File: src/rtl/cpu7_exu_lsq_if.sv
// Request/response bundle between the ECL/LSU/data-memory side and the outstanding-request queue.
// The master drives requests, responses and decode sources; the slave (the queue) drives status.
interface cpu7_exu_lsq_if #(
    parameter int unsigned DEPTH = 4,
    parameter int unsigned GRLEN = 32
);
    localparam int unsigned CW = $clog2(DEPTH) + 1;

    logic             ecl_lsq_alloc_e;
    logic             ecl_lsq_wr_e;
    logic [4:0]       ecl_lsq_rd_e;
    logic             ecl_lsq_wen_e;
    logic [GRLEN-1:0] ecl_lsq_pc_e;
    logic             ecl_lsq_flush;
    logic             data_data_ok;
    logic [GRLEN-1:0] data_rdata;
    logic             data_exception;
    logic [5:0]       data_excode;
    logic [4:0]       ecl_lsq_rs1_d;
    logic [4:0]       ecl_lsq_rs2_d;

    logic             lsq_ecl_raw_stall_d;
    logic             lsq_ecl_valid_m;
    logic [GRLEN-1:0] lsq_ecl_rdata_m;
    logic [4:0]       lsq_ecl_rd_m;
    logic             lsq_ecl_wen_m;
    logic [GRLEN-1:0] lsq_ecl_pc_m;
    logic             lsq_ecl_exc_m;
    logic [5:0]       lsq_ecl_excode_m;
    logic             lsq_full;
    logic             lsq_empty;
    logic [CW-1:0]    lsq_count;
    logic             lsq_err;

    modport master (
        output ecl_lsq_alloc_e, ecl_lsq_wr_e, ecl_lsq_rd_e, ecl_lsq_wen_e, ecl_lsq_pc_e,
               ecl_lsq_flush, data_data_ok, data_rdata, data_exception, data_excode,
               ecl_lsq_rs1_d, ecl_lsq_rs2_d,
        input  lsq_ecl_raw_stall_d, lsq_ecl_valid_m, lsq_ecl_rdata_m, lsq_ecl_rd_m,
               lsq_ecl_wen_m, lsq_ecl_pc_m, lsq_ecl_exc_m, lsq_ecl_excode_m,
               lsq_full, lsq_empty, lsq_count, lsq_err
    );

    modport slave (
        input  ecl_lsq_alloc_e, ecl_lsq_wr_e, ecl_lsq_rd_e, ecl_lsq_wen_e, ecl_lsq_pc_e,
               ecl_lsq_flush, data_data_ok, data_rdata, data_exception, data_excode,
               ecl_lsq_rs1_d, ecl_lsq_rs2_d,
        output lsq_ecl_raw_stall_d, lsq_ecl_valid_m, lsq_ecl_rdata_m, lsq_ecl_rd_m,
               lsq_ecl_wen_m, lsq_ecl_pc_m, lsq_ecl_exc_m, lsq_ecl_excode_m,
               lsq_full, lsq_empty, lsq_count, lsq_err
    );
endinterface

File: src/rtl/cpu7_exu_lsq.sv
// Outstanding load/store request queue: matches in-order data responses to rd/pc,
// raises RAW stalls against pending loads and cancels in-flight requests on flush.
module cpu7_exu_lsq #(
    parameter int unsigned DEPTH = 4,
    parameter int unsigned GRLEN = 32
) (
    input logic            clk,
    input logic            resetn,
    cpu7_exu_lsq_if.slave  bus
);
    localparam int unsigned PW = $clog2(DEPTH);
    localparam int unsigned CW = PW + 1;

    logic [DEPTH-1:0] valid_q, valid_d, cancel_q, cancel_d;
    logic [DEPTH-1:0] wr_q, wr_d, wen_q, wen_d;
    logic [4:0]       rd_q [DEPTH];
    logic [4:0]       rd_d [DEPTH];
    logic [GRLEN-1:0] pc_q [DEPTH];
    logic [GRLEN-1:0] pc_d [DEPTH];
    logic [PW-1:0]    head_q, head_d, tail_q, tail_d;
    logic [CW-1:0]    count_q, count_d;
    logic             err_q, err_d;

    logic             valid_m_q, valid_m_d, wen_m_q, wen_m_d, exc_m_q, exc_m_d;
    logic [GRLEN-1:0] rdata_m_q, rdata_m_d, pc_m_q, pc_m_d;
    logic [4:0]       rd_m_q, rd_m_d;
    logic [5:0]       excode_m_q, excode_m_d;

    logic full, empty, push, pop, head_live, stall;

    assign full      = (count_q == CW'(DEPTH));
    assign empty     = (count_q == '0);
    // Full is judged before any same-cycle pop, so an alloc never overwrites the head.
    assign push      = bus.ecl_lsq_alloc_e & ~full;
    assign pop       = bus.data_data_ok & ~empty;
    assign head_live = ~cancel_q[head_q] & ~bus.ecl_lsq_flush;

    always_comb begin
        valid_d  = valid_q;
        cancel_d = cancel_q;
        wr_d     = wr_q;
        wen_d    = wen_q;
        rd_d     = rd_q;
        pc_d     = pc_q;
        head_d   = head_q;
        tail_d   = tail_q;
        if (bus.ecl_lsq_flush) begin
            cancel_d = cancel_q | valid_q;
        end
        if (pop) begin
            valid_d[head_q] = 1'b0;
            head_d          = head_q + 1'b1;
        end
        if (push) begin
            valid_d[tail_q]  = 1'b1;
            cancel_d[tail_q] = 1'b0;
            wr_d[tail_q]     = bus.ecl_lsq_wr_e;
            wen_d[tail_q]    = bus.ecl_lsq_wen_e;
            rd_d[tail_q]     = bus.ecl_lsq_rd_e;
            pc_d[tail_q]     = bus.ecl_lsq_pc_e;
            tail_d           = tail_q + 1'b1;
        end
        count_d = count_q + CW'(push) - CW'(pop);
        err_d   = err_q | (bus.ecl_lsq_alloc_e & full) | (bus.data_data_ok & empty);
    end

    always_comb begin
        valid_m_d  = pop & head_live;
        rdata_m_d  = rdata_m_q;
        rd_m_d     = rd_m_q;
        pc_m_d     = pc_m_q;
        wen_m_d    = wen_m_q;
        exc_m_d    = exc_m_q;
        excode_m_d = excode_m_q;
        if (pop && head_live) begin
            rdata_m_d  = bus.data_rdata;
            rd_m_d     = rd_q[head_q];
            pc_m_d     = pc_q[head_q];
            wen_m_d    = wen_q[head_q] & ~wr_q[head_q] & ~bus.data_exception;
            exc_m_d    = bus.data_exception;
            excode_m_d = bus.data_excode;
        end
    end

    always_comb begin
        stall = 1'b0;
        for (int i = 0; i < int'(DEPTH); i++) begin
            if (valid_q[i] && !cancel_q[i] && wen_q[i] && !wr_q[i]) begin
                if ((bus.ecl_lsq_rs1_d != 5'd0 && bus.ecl_lsq_rs1_d == rd_q[i]) ||
                    (bus.ecl_lsq_rs2_d != 5'd0 && bus.ecl_lsq_rs2_d == rd_q[i])) begin
                    stall = 1'b1;
                end
            end
        end
    end

    always_ff @(posedge clk or negedge resetn) begin
        if (!resetn) begin
            valid_q    <= '0;
            cancel_q   <= '0;
            wr_q       <= '0;
            wen_q      <= '0;
            for (int i = 0; i < int'(DEPTH); i++) begin
                rd_q[i] <= '0;
                pc_q[i] <= '0;
            end
            head_q     <= '0;
            tail_q     <= '0;
            count_q    <= '0;
            err_q      <= 1'b0;
            valid_m_q  <= 1'b0;
            rdata_m_q  <= '0;
            rd_m_q     <= '0;
            pc_m_q     <= '0;
            wen_m_q    <= 1'b0;
            exc_m_q    <= 1'b0;
            excode_m_q <= '0;
        end else begin
            valid_q    <= valid_d;
            cancel_q   <= cancel_d;
            wr_q       <= wr_d;
            wen_q      <= wen_d;
            rd_q       <= rd_d;
            pc_q       <= pc_d;
            head_q     <= head_d;
            tail_q     <= tail_d;
            count_q    <= count_d;
            err_q      <= err_d;
            valid_m_q  <= valid_m_d;
            rdata_m_q  <= rdata_m_d;
            rd_m_q     <= rd_m_d;
            pc_m_q     <= pc_m_d;
            wen_m_q    <= wen_m_d;
            exc_m_q    <= exc_m_d;
            excode_m_q <= excode_m_d;
        end
    end

    assign bus.lsq_ecl_raw_stall_d = stall;
    assign bus.lsq_ecl_valid_m     = valid_m_q;
    assign bus.lsq_ecl_rdata_m     = rdata_m_q;
    assign bus.lsq_ecl_rd_m        = rd_m_q;
    assign bus.lsq_ecl_wen_m       = wen_m_q;
    assign bus.lsq_ecl_pc_m        = pc_m_q;
    assign bus.lsq_ecl_exc_m       = exc_m_q;
    assign bus.lsq_ecl_excode_m    = excode_m_q;
    assign bus.lsq_full            = full;
    assign bus.lsq_empty           = empty;
    assign bus.lsq_count           = count_q;
    assign bus.lsq_err             = err_q;
endmodule

File: src/flat_wrapper.sv
// flat-port wrapper written by rule: the top's interface ports become plain ports
module cpu7_exu_lsq_flat 
#(
    parameter int unsigned DEPTH = 4,
    parameter int unsigned GRLEN = 32
)
  (clk, resetn, bus_ecl_lsq_alloc_e, bus_ecl_lsq_wr_e, bus_ecl_lsq_rd_e, bus_ecl_lsq_wen_e, bus_ecl_lsq_pc_e, bus_ecl_lsq_flush, bus_data_data_ok, bus_data_rdata, bus_data_exception, bus_data_excode, bus_ecl_lsq_rs1_d, bus_ecl_lsq_rs2_d, bus_lsq_ecl_raw_stall_d, bus_lsq_ecl_valid_m, bus_lsq_ecl_rdata_m, bus_lsq_ecl_rd_m, bus_lsq_ecl_wen_m, bus_lsq_ecl_pc_m, bus_lsq_ecl_exc_m, bus_lsq_ecl_excode_m, bus_lsq_full, bus_lsq_empty, bus_lsq_count, bus_lsq_err);
  cpu7_exu_lsq_if #(.DEPTH(DEPTH), .GRLEN(GRLEN)) bus_i ();
  input logic clk;
  input logic resetn;
  input wire logic [$bits(bus_i.ecl_lsq_alloc_e)-1:0] bus_ecl_lsq_alloc_e;
  input wire logic [$bits(bus_i.ecl_lsq_wr_e)-1:0] bus_ecl_lsq_wr_e;
  input wire logic [$bits(bus_i.ecl_lsq_rd_e)-1:0] bus_ecl_lsq_rd_e;
  input wire logic [$bits(bus_i.ecl_lsq_wen_e)-1:0] bus_ecl_lsq_wen_e;
  input wire logic [$bits(bus_i.ecl_lsq_pc_e)-1:0] bus_ecl_lsq_pc_e;
  input wire logic [$bits(bus_i.ecl_lsq_flush)-1:0] bus_ecl_lsq_flush;
  input wire logic [$bits(bus_i.data_data_ok)-1:0] bus_data_data_ok;
  input wire logic [$bits(bus_i.data_rdata)-1:0] bus_data_rdata;
  input wire logic [$bits(bus_i.data_exception)-1:0] bus_data_exception;
  input wire logic [$bits(bus_i.data_excode)-1:0] bus_data_excode;
  input wire logic [$bits(bus_i.ecl_lsq_rs1_d)-1:0] bus_ecl_lsq_rs1_d;
  input wire logic [$bits(bus_i.ecl_lsq_rs2_d)-1:0] bus_ecl_lsq_rs2_d;
  output wire logic [$bits(bus_i.lsq_ecl_raw_stall_d)-1:0] bus_lsq_ecl_raw_stall_d;
  output wire logic [$bits(bus_i.lsq_ecl_valid_m)-1:0] bus_lsq_ecl_valid_m;
  output wire logic [$bits(bus_i.lsq_ecl_rdata_m)-1:0] bus_lsq_ecl_rdata_m;
  output wire logic [$bits(bus_i.lsq_ecl_rd_m)-1:0] bus_lsq_ecl_rd_m;
  output wire logic [$bits(bus_i.lsq_ecl_wen_m)-1:0] bus_lsq_ecl_wen_m;
  output wire logic [$bits(bus_i.lsq_ecl_pc_m)-1:0] bus_lsq_ecl_pc_m;
  output wire logic [$bits(bus_i.lsq_ecl_exc_m)-1:0] bus_lsq_ecl_exc_m;
  output wire logic [$bits(bus_i.lsq_ecl_excode_m)-1:0] bus_lsq_ecl_excode_m;
  output wire logic [$bits(bus_i.lsq_full)-1:0] bus_lsq_full;
  output wire logic [$bits(bus_i.lsq_empty)-1:0] bus_lsq_empty;
  output wire logic [$bits(bus_i.lsq_count)-1:0] bus_lsq_count;
  output wire logic [$bits(bus_i.lsq_err)-1:0] bus_lsq_err;
  assign bus_i.ecl_lsq_alloc_e = bus_ecl_lsq_alloc_e;
  assign bus_i.ecl_lsq_wr_e = bus_ecl_lsq_wr_e;
  assign bus_i.ecl_lsq_rd_e = bus_ecl_lsq_rd_e;
  assign bus_i.ecl_lsq_wen_e = bus_ecl_lsq_wen_e;
  assign bus_i.ecl_lsq_pc_e = bus_ecl_lsq_pc_e;
  assign bus_i.ecl_lsq_flush = bus_ecl_lsq_flush;
  assign bus_i.data_data_ok = bus_data_data_ok;
  assign bus_i.data_rdata = bus_data_rdata;
  assign bus_i.data_exception = bus_data_exception;
  assign bus_i.data_excode = bus_data_excode;
  assign bus_i.ecl_lsq_rs1_d = bus_ecl_lsq_rs1_d;
  assign bus_i.ecl_lsq_rs2_d = bus_ecl_lsq_rs2_d;
  assign bus_lsq_ecl_raw_stall_d = bus_i.lsq_ecl_raw_stall_d;
  assign bus_lsq_ecl_valid_m = bus_i.lsq_ecl_valid_m;
  assign bus_lsq_ecl_rdata_m = bus_i.lsq_ecl_rdata_m;
  assign bus_lsq_ecl_rd_m = bus_i.lsq_ecl_rd_m;
  assign bus_lsq_ecl_wen_m = bus_i.lsq_ecl_wen_m;
  assign bus_lsq_ecl_pc_m = bus_i.lsq_ecl_pc_m;
  assign bus_lsq_ecl_exc_m = bus_i.lsq_ecl_exc_m;
  assign bus_lsq_ecl_excode_m = bus_i.lsq_ecl_excode_m;
  assign bus_lsq_full = bus_i.lsq_full;
  assign bus_lsq_empty = bus_i.lsq_empty;
  assign bus_lsq_count = bus_i.lsq_count;
  assign bus_lsq_err = bus_i.lsq_err;
  cpu7_exu_lsq #(.DEPTH(DEPTH), .GRLEN(GRLEN)) u_core (.clk(clk), .resetn(resetn), .bus(bus_i));
endmodule
File: config.mk
export PLATFORM = sky130hd
export DESIGN_NAME = cpu7_exu_lsq_flat
export DESIGN_NICKNAME = d
export VERILOG_FILES = /design/src/rtl/cpu7_exu_lsq_if.sv /design/src/rtl/cpu7_exu_lsq.sv /design/src/flat_wrapper.sv
export SDC_FILE = /design/constraint.sdc
export NUM_CORES = 1
export LEC_CHECK = 0
export BUFFER_PORTS_ARGS = -buffer_cell sky130_fd_sc_hd__buf_2
export CAP_MARGIN = 15
export CORE_MARGIN = 5
export CORE_UTILIZATION = 35
export DETAILED_ROUTE_END_ITERATION = 16
export SYNTH_ARGS = -nofsm -noshare
export SYNTH_HDL_FRONTEND = slang
export SYNTH_SLANG_ARGS = --single-unit
export TNS_END_PERCENT = 20
File: constraint.sdc
create_clock -name clk -period 2.35 [get_ports clk]
set_input_delay 0.47 -clock clk [delete_from_list [all_inputs] [get_ports clk]]
set_output_delay 0.47 -clock clk [all_outputs]
set_load 0.02 [all_outputs]
**After elaboration in Yosys (flattened, before gate mapping)**

Cells that the tools add are included.

- Input port bits: 93
- Flip-flop bits (word level): 250
- Word-level logic and storage cells: 142

- Bitwise logic cells: 24
- Equality and inequality tests: 9
- Reduce and logical (&&, ||, !) cells: 39
- $add $sub $neg: 4
- Muxes and demuxes: 36
- Magnitude comparators: 7

Operators by type and width:

| kind | count |
|---|---|
| $bwmux 128 | 1 |
| $mux 32 | 3 |
| $bmux 32 s2 | 1 |
| $demux 32 s2 | 1 |
| $eq 5x5->1 | 8 |
| $logic_and 1x1->1 | 24 |
| $bwmux 20 | 1 |
| $mux 4 | 4 |
| $mux 5 | 3 |
| $mux 1 | 13 |
| $bmux 5 s2 | 1 |
| $demux 5 s2 | 1 |
| $reduce_bool 5->1 | 2 |
| $and 1x1->1 | 8 |
| $and 4x4->4 | 2 |
| $bwmux 4 | 2 |
| $logic_not 1->1 | 8 |
| $not 4->4 | 2 |
| $or 4x4->4 | 2 |
| $bmux 1 s2 | 3 |
| $ge 3x3->1 const B | 2 |
| $lt 2x3->1 const B | 2 |
| $not 1->1 | 6 |
| $not 2->3 | 2 |
| 10 further kinds | 17 |

**Longest topological paths before layout**

Gate-level depths: netlist of run 1.

- Word-level depth: 11
- Gate-level depth with buffers: 10

**Worst setup path before layout of run 1**

Ideal clock, no wire load.

- Path kind: reg-to-reg
- From: reg u_core.count_q[1] (netlist: u_core.bus.lsq_count[1])
- To: reg u_core.count_q[2] (netlist: u_core.bus.lsq_count[2])
- Path slack: -0.298 ns
- Cell stages (with the launch flop): 11
- Clock period less this slack: 2.648 ns
- Arrival: 2.518 ns
- Library setup time: 0.130 ns
- Data required time: 2.220 ns
- Path through: dfrtp_1 -> nor3_1 -> nor2b_1 -> buf_2 -> ha_1 -> inv_1 -> ha_1 -> inv_1 -> fa_1 -> xnor2_1 -> xnor2_1

- Elaborated cells on any way between the ends: 8
- Classes of those cells: add/sub: 2; eq/ne: 1; bitwise: 4; reduce/logical: 1

RTL lines:

| item | RTL line | source |
|---|---|---|
| from (decl) | cpu7_exu_lsq.sv:21 | `logic [CW-1:0] count_q, count_d;` |
| from (signal assigned) | cpu7_exu_lsq.sv:127 | `count_q <= count_d;` |
| $logic_not 3->1 | cpu7_exu_lsq.sv:32 | `assign empty = (count_q == '0);` |
| via bus_lsq_empty | flat_wrapper.sv:32 | `output wire logic [$bits(bus_i.lsq_empty)-1:0] bus_lsq_empty;` |
| $not 1->1 | cpu7_exu_lsq.sv:35 | `assign pop = bus.data_data_ok & ~empty;` |
| $and 1x1->1 | cpu7_exu_lsq.sv:35 |  |
| via u_core.pop | cpu7_exu_lsq.sv:29 | `logic full, empty, push, pop, head_live, stall;` |
| $sub 3x1->3 | cpu7_exu_lsq.sv:63 | `count_d = count_q + CW'(push) - CW'(pop);` |
| via u_core.count_d[2] | cpu7_exu_lsq.sv:21 |  |

The timed path passes the listed nets, and every way through them passes these cells.
A chain may end at the register's enable or synchronous reset.

**Worst setup path in the final report of run 1**

- From: reg u_core.rd_q[15] (netlist name)
- To: out bus_lsq_ecl_raw_stall_d

- Word-level cells in the longest chain between the ends: 11
- Elaborated cells on any way between the ends: 13
- Classes of those cells: eq/ne: 2; mux: 8; reduce/logical: 3

RTL lines:

| item | RTL line | source |
|---|---|---|
| from (decl) | cpu7_exu_lsq.sv:16 | `logic [4:0] rd_q [DEPTH];` |
| from (signal assigned) | cpu7_exu_lsq.sv:123 | `rd_q <= rd_d;` |
| $eq 5x5->1, on equally long branches | cpu7_exu_lsq.sv:89, cpu7_exu_lsq.sv:90 |  |
| $logic_and 1x1->1, on equally long branches | cpu7_exu_lsq.sv:89, cpu7_exu_lsq.sv:90 |  |
| $logic_or 1x1->1 * | cpu7_exu_lsq.sv:89 | `if ((bus.ecl_lsq_rs1_d != 5'd0 && bus.ecl_lsq_rs1_d == rd_q[i]) \|\|` |
| $mux 1 * | cpu7_exu_lsq.sv:89 |  |
| $mux 1 * | cpu7_exu_lsq.sv:88 | `if (valid_q[i] && !cancel_q[i] && wen_q[i] && !wr_q[i]) begin` |
| $mux 1 | cpu7_exu_lsq.sv:89 |  |
| $mux 1 * | cpu7_exu_lsq.sv:88 |  |
| $mux 1 | cpu7_exu_lsq.sv:89 |  |
| $mux 1 * | cpu7_exu_lsq.sv:88 |  |
| $mux 1 | cpu7_exu_lsq.sv:89 |  |
| $mux 1 * | cpu7_exu_lsq.sv:88 |  |
| to (decl) | flat_wrapper.sv:23 | `output wire logic [$bits(bus_i.lsq_ecl_raw_stall_d)-1:0] bus_lsq_ecl_raw_stall_d;` |

Mark *: on every way between the ends. The rest lies on a longest branch, timed or not.

==> results of run 1 <==
[synthesized netlist by cell type (4+ instances only)]
master	number	area [sq um]
mux2_1	7	78.8
xor2_1	16	140
a21oi_1	8	40.0
nand3_1	8	40.0
dfrtp_1	250	6260
nor4_1	8	50.1
buf_2	16	80.1
inv_1	10	37.5
mux4_2	38	856
nand2_1	18	67.6
o21ai_0	6	30.0
buf_1	4	15.0
ha_1	10	125
xnor2_1	28	245
mux2_2	225	2530
clkbuf_1	24	90.1
[final cells by class]
type / count / area share (%)
flip-flops and latches: 250 / 46.3
multi-input cells: 394 / 33.2
repair buffers: 208 / 9.57
clock buffers: 43 / 6.34
well taps: 396 / 3.66
clock inverters: 9 / 0.638
inverters: 10 / 0.277
[logic make-up (layout without fill, tap and decap cells)]
group / Yosys count / after routing
xor gates and xnor gates: 44 / 44
and+or+nand+nor: 51 / 51
AOI/OAI and AO/OA: 18 / 18
adders and majority gates: 11 / 11
buffers and inverters: 56 / 270
DFF: 250 / 250
muxes: 270 / 270
[power by group]
part           total, mW  internal (mW)  switching, mW
Clock               4.37           2.62           1.75
Combinational       7.86           4.31           3.56
Sequential          7.83           6.53           1.30
Total               20.1           13.5           6.60
[through the flow]
stage / std cells / cell area, sq um / hold WS (ns)
global placement: 1254 / 12500 / 0.463
floorplan: 700 / 10900 / 0.174
finish: 1310 / 13500 / 0.147
detailed placement: 1254 / 12500 / 0.470
global route: 1310 / 13500 / 0.127
CTS: 1310 / 13500 / 0.116
[registers in the layout, summed over array words and instances, names as in the netlist, 2 cells and up]
name	flops
u_core.rd_q	20
u_core.wr_q	4
u_core.pc_q	128
u_core.tail_q	2
u_core.cancel_q	4
u_core.wen_q	4
u_core.bus.lsq_ecl_rdata_m	32
u_core.bus.lsq_ecl_pc_m	32
u_core.bus.lsq_count	3
u_core.valid_q	4
u_core.bus.lsq_ecl_rd_m	5
u_core.head_q	2
u_core.bus.lsq_ecl_excode_m	6
[layer usage]
metal / part of all wire [%] / wire length [um]
met1: 46 / 11000
met2: 46 / 11100
met3: 6.6 / 1600
met4: 2.0 / 482
met5: 0.099 / 24
[repair_timing]
item | CTS | global route
setup endpoints to repair | 1 | 1
hold buffers | 1 | 0
gates resized for setup | 9 | 13
hold endpoints to repair | 62 | 0
setup buffers | 3 | 0
pin swaps | 6 | 2
[worst min path at each step]
| stage | endpoint | slack (ns) | cells after the start | from |
|---|---|---|---|---|
| after floorplan | u_core.bus.lsq_count[0]$_DFF_PN0_ | 0.17 | 0 | resetn |
| after global placement | u_core.bus.lsq_ecl_excode_m[4]$_DFFE_PN0P_ | 0.46 | 1 | u_core.bus.lsq_ecl_excode_m[4]$_DFFE_PN0P_ |
| after detailed placement | u_core.bus.lsq_ecl_rdata_m[11]$_DFFE_PN0P_ | 0.47 | 1 | resetn |
| after CTS | u_core.bus.lsq_ecl_excode_m[0]$_DFFE_PN0P_ | 0.12 | 2 | bus_data_excode[0] |
| after global routing | u_core.bus.lsq_ecl_excode_m[0]$_DFFE_PN0P_ | 0.13 | 2 | bus_data_excode[0] |
| final | u_core.bus.lsq_ecl_excode_m[0]$_DFFE_PN0P_ | 0.15 | 2 | bus_data_excode[0] |
==> results.tsv, run 1 <==
metric	value	unit
outcome	complete, but fails checks	
violations	setup timing	
period_needed	2.38	ns
totalWireLength	24200	um
met2_usage	22.0	%
rows	64	
grtUsageMet3	3.62	%
die_y	186	um
rsz0062_at_grt	yes	
grt_pass1_wl	39900	um
critical_path.cell_chain	xnor2_1 -> nand3_1 -> nor4_1 -> o21ai_1 -> nand4_1 -> buf_4	
synth_edf_count	0	
yosysSeqAreaShare	57.5	%
cts_made_buffers	28	
worst_slack	-0.0288	ns
path_depth	6	
fin_setup_tns	-0.0288	ns
timing.final.crit_share	101	%
synth-compound-area-share	0.954	%
cts_root_buf	clkbuf_16	
first_global_vias	7103	
p_leak	6.00	nW
grtUsageTotal	13.9	%
grt_overflow	0	
vias_per_cell	4.93	
synth_top_family_by_area	multiplexers	
top_usage_layer	met2	
final_common_cell	dfrtp_1	
antenna_found_initial	2	
io_buffers	177	
worstReg2RegStart	u_core.bus.lsq_count[1]$_DFF_PN0_	
async_flop_share	100	%
cp_max_fo	3	
drt_iter0_drc	182	
rrSetupSlack	0.20	ns
p_per_area	1480	nW/um^2
worstSetupStartpoint	u_core.rd_q[15]$_DFFE_PN0P_	
crit_type	reg -> out	
die_w	186	um
fin_util	44.1	%
critPathBufInv	1	
grt_max_degree	68	
gp_congestion	0.801	
syn-num-nets	804	
synthMuxAreaShare	31.9	%
setup_viol	1	
cts_num_sinks	250	
area_growth	24.4	%
timing.fmax	420	MHz
power	20.1	mW
timing.final.max_slew_violations	0	
worstPathRequired	1.88	ns
drtAntennaViolNets	0	
first_pass_iters	4	
slowest_stage	dfrtp_1	
met1_usage	19.2	%
slew_headroom	51.3	%
reg2regPathDepth	6	
cap_violations	0	
clock_latency	0.53	ns
critPathLaunchType	register	
holdCritPathClass	in -> reg	
final_nets	996	
synthesis.area	10900	sq um
slowest_delay	0.43	ns
yosys_register_bits	250	
n_antenna_cell	0	
crit_end	bus_lsq_ecl_raw_stall_d	
ir_drop	0.662	mV
synthSimpleGateAreaFrac	2.62	%
skew	0.0129	ns
mostFrequentLayoutCells	dfrtp_1, mux2_2, buf_2	
cts.clk_slew.worst_paths	0.06	ns
vias	6455	
final-seq-area	6270	sq um
cp_top_family	simple AND/OR/NAND/NOR gates	
cts_tree	built	
synth_warnings	0	
synth.distinct_cells	33	
htree_levels	1	
max_slew.worst_pin.slew	0.731	ns
die_area	34700	sq um
start_util	35.5	%
drive_above_1_share	59.3	%
hold_viol_final	0	
io_pins	178	
post_drt_wl_per_cell	18.5	um
reg2reg_to	u_core.bus.lsq_ecl_rdata_m[3]$_DFFE_PN0P_	
synth_xor_area_share	3.54	%
clockBufferDepth	3	
dpl_worst_slack	-0.0240	ns
drcViolationCount	0	
multiInputGateArea	4500	sq um
nFillCells	2749	
cp.arrival	1.91	ns
synth_ff_type	dfrtp_1	
coreArea	30700	sq um
avgSynthCellArea	15.6	sq um
end_kind	primary output	
synth-adder-area-share	1.33	%
place.detailed.hpwl	15700	um
synthCells	700	
No activity file was read; power rests on OpenSTA's default activity.
==> run 2: changes to the inputs <==
--- a/config.mk
+++ b/config.mk
@@ -5,7 +5,7 @@
 export SDC_FILE = /design/constraint.sdc
 export NUM_CORES = 1
 export LEC_CHECK = 0
-export BUFFER_PORTS_ARGS = -buffer_cell sky130_fd_sc_hd__buf_2
+export BUFFER_PORTS_ARGS = -buffer_cell sky130_fd_sc_hd__clkbuf_2
 export CAP_MARGIN = 15
 export CORE_MARGIN = 5
 export CORE_UTILIZATION = 35
==> constraint.sdc (replaced) <==
create_clock -name clk -period 2.7 [get_ports clk]
set_input_delay 0.54 -clock clk [delete_from_list [all_inputs] [get_ports clk]]
set_output_delay 0.54 -clock clk [all_outputs]
set_load 0.02 [all_outputs]
==> run 2 against run 1 <==
Effect of this change: the run now ends clean; flip-flop and latch count unchanged; wire length shrank 1.2%; clock-buffer cell count down 2; design area down 2.2%; combinational power fell by 16%; die area did not move; critical endpoint unchanged; largest power group is now registers.
==> results.tsv, run 2 (synthesis results as in run 1) <==
metric	value	unit
clock_latency	0.54	ns
place_inst	1246	
drt_iter0_drc	241	
fin_hold_ws	0.193	ns
dpl_cell_area	12300	sq um
cap_violations	0	
critPathLaunchType	input pin	
drtAntennaViolNets	0	
drive_above_1_share	56.6	%
first_global_vias	6908	
final_cells	1294	
grtUsageTotal	13.6	%
post_drt_wl_per_cell	18.5	um
cts_made_buffers	28	
skew	0.0175	ns
period_needed	2.60	ns
setup_viol	0	
totalWireLength	23900	um
vias_per_cell	4.90	
drcViolationCount	0	
power	17.1	mW
wl_met1	11100	um
cp.arrival	2.06	ns
grt_pass1_wl	39200	um
worst_slack	0.0987	ns
met3WireLength	1330	um
grt_max_degree	73	
clockBufferDepth	3	
holdCritPathClass	in -> reg	
final_nets	985	
timing.final.max_slew_violations	0	
die_y	186	um
rrSetupSlack	0.55	ns
area_growth	21.6	%
p_per_area	1290	nW/um^2
cts_tree	built	
largest_reg_flops	128	
cts.clk_slew.worst_paths	0.06	ns
fin_setup_tns	0	ns
grt_overflow	0	
fin_util	43.2	%
io_pins	178	
postLayoutCellArea	13200	sq um
cts_num_sinks	250	
gp_congestion	0.805	
io_buffers	177	
cts_post_setup_buffers_inserted	0	
antenna_found_initial	0	
n_antenna_cell	0	
timing.final.crit_share	96.3	%
htree_levels	1	
timing.fmax	384	MHz
die_w	186	um
wl_met2	11000	um
first_pass_iters	4	
rsz0062_at_grt	no	
largest_register	u_core.pc_q	
outcome	finished clean	
cts_root_buf	clkbuf_16	
max_slew.worst_pin.slew	0.711	ns
hold_viol_final	0	
final_common_cell	dfrtp_1	
mostFrequentLayoutCells	dfrtp_1, mux2_2, clkbuf_2	
worstPathRequired	2.16	ns
crit_type	in -> out	
dpl_worst_slack	0.141	ns
die_area	34700	sq um
start_util	35.5	%
place.detailed.hpwl	15800	um
coreArea	30700	sq um
rows	64	
end_kind	primary output	
top_layer_used	met4	
vias	6345	
p_leak	5.89	nW
cp_max_fo	5	
slew_headroom	52.6	%
ir_drop	0.599	mV
## run 2: changes by cell type in the layout (fill, tap and decap cells not counted), moves of 3 or more
cell,delta
o21ai_1,-3
clkbuf_2,+176
xnor2_1,+5
buf_4,-7
o21ai_0,+3
buf_12,-5
dfrtp_1,+5
buf_2,-175
nor4_2,-3
nor4_1,+3
dfrtp_2,-5
xnor2_2,-5
## run 2: path summary, 6_finish.rpt
path / cells after the start / start / endpoint
setup / recovery: 7 / bus_ecl_lsq_rs1_d[0] / bus_lsq_ecl_raw_stall_d
hold / removal: 2 / bus_data_exception / u_core.bus.lsq_ecl_wen_m$_DFFE_PN0P_
setup reg to reg: 9 / u_core.bus.lsq_count[1]$_DFF_PN0_ / u_core.bus.lsq_count[2]$_DFF_PN0_
hold reg to reg: 1 / u_core.bus.lsq_ecl_excode_m[2]$_DFFE_PN0P_ / u_core.bus.lsq_ecl_excode_m[2]$_DFFE_PN0P_
max in group asynchronous: 3 / resetn / u_core.pc_q[47]$_DFFE_PN0P_
min in group asynchronous: 2 / resetn / u_core.bus.lsq_ecl_rdata_m[13]$_DFFE_PN0P_
## run 2: metal layers
metal	up-vias	global-route usage, %
met4	0	2.68
met1	3232	19.5
li1	2894	-
met2	181	21.5
met3	38	3.16
met5	-	0
## run 2: where the power goes
| group | switching [mW] | internal (mW) | total (mW) |
|---|---|---|---|
| logic | 3.03 | 3.61 | 6.64 |
| clock network | 1.47 | 2.18 | 3.64 |
| registers | 1.12 | 5.68 | 6.80 |
| total | 5.61 | 11.5 | 17.1 |
## run 2: worst max-delay path, stage by stage
cell and delay (ns):
clkbuf_2 0.15, or4_1 0.53, nor2_1 0.22, nor4_1 0.09
o21ai_0 0.19, nand4_1 0.15, clkbuf_2 0.18
## run 2: what timing repair did
action,in CTS,in global routing
gates resized for setup,0,1
endpoints found under the setup margin,0,1
hold endpoints to repair,20,0
hold buffers,1,0
## run 2: layout make-up
cell class	instances	area, sq um
Sequential cell	250	6260
Clock inverter	6	70.1
Inverter	10	37.5
Tap cell	396	495
Timing Repair Buffer	197	1150
Multi-Input combinational cell	394	4410
Fill cell	2849	17400
Clock buffer	41	820
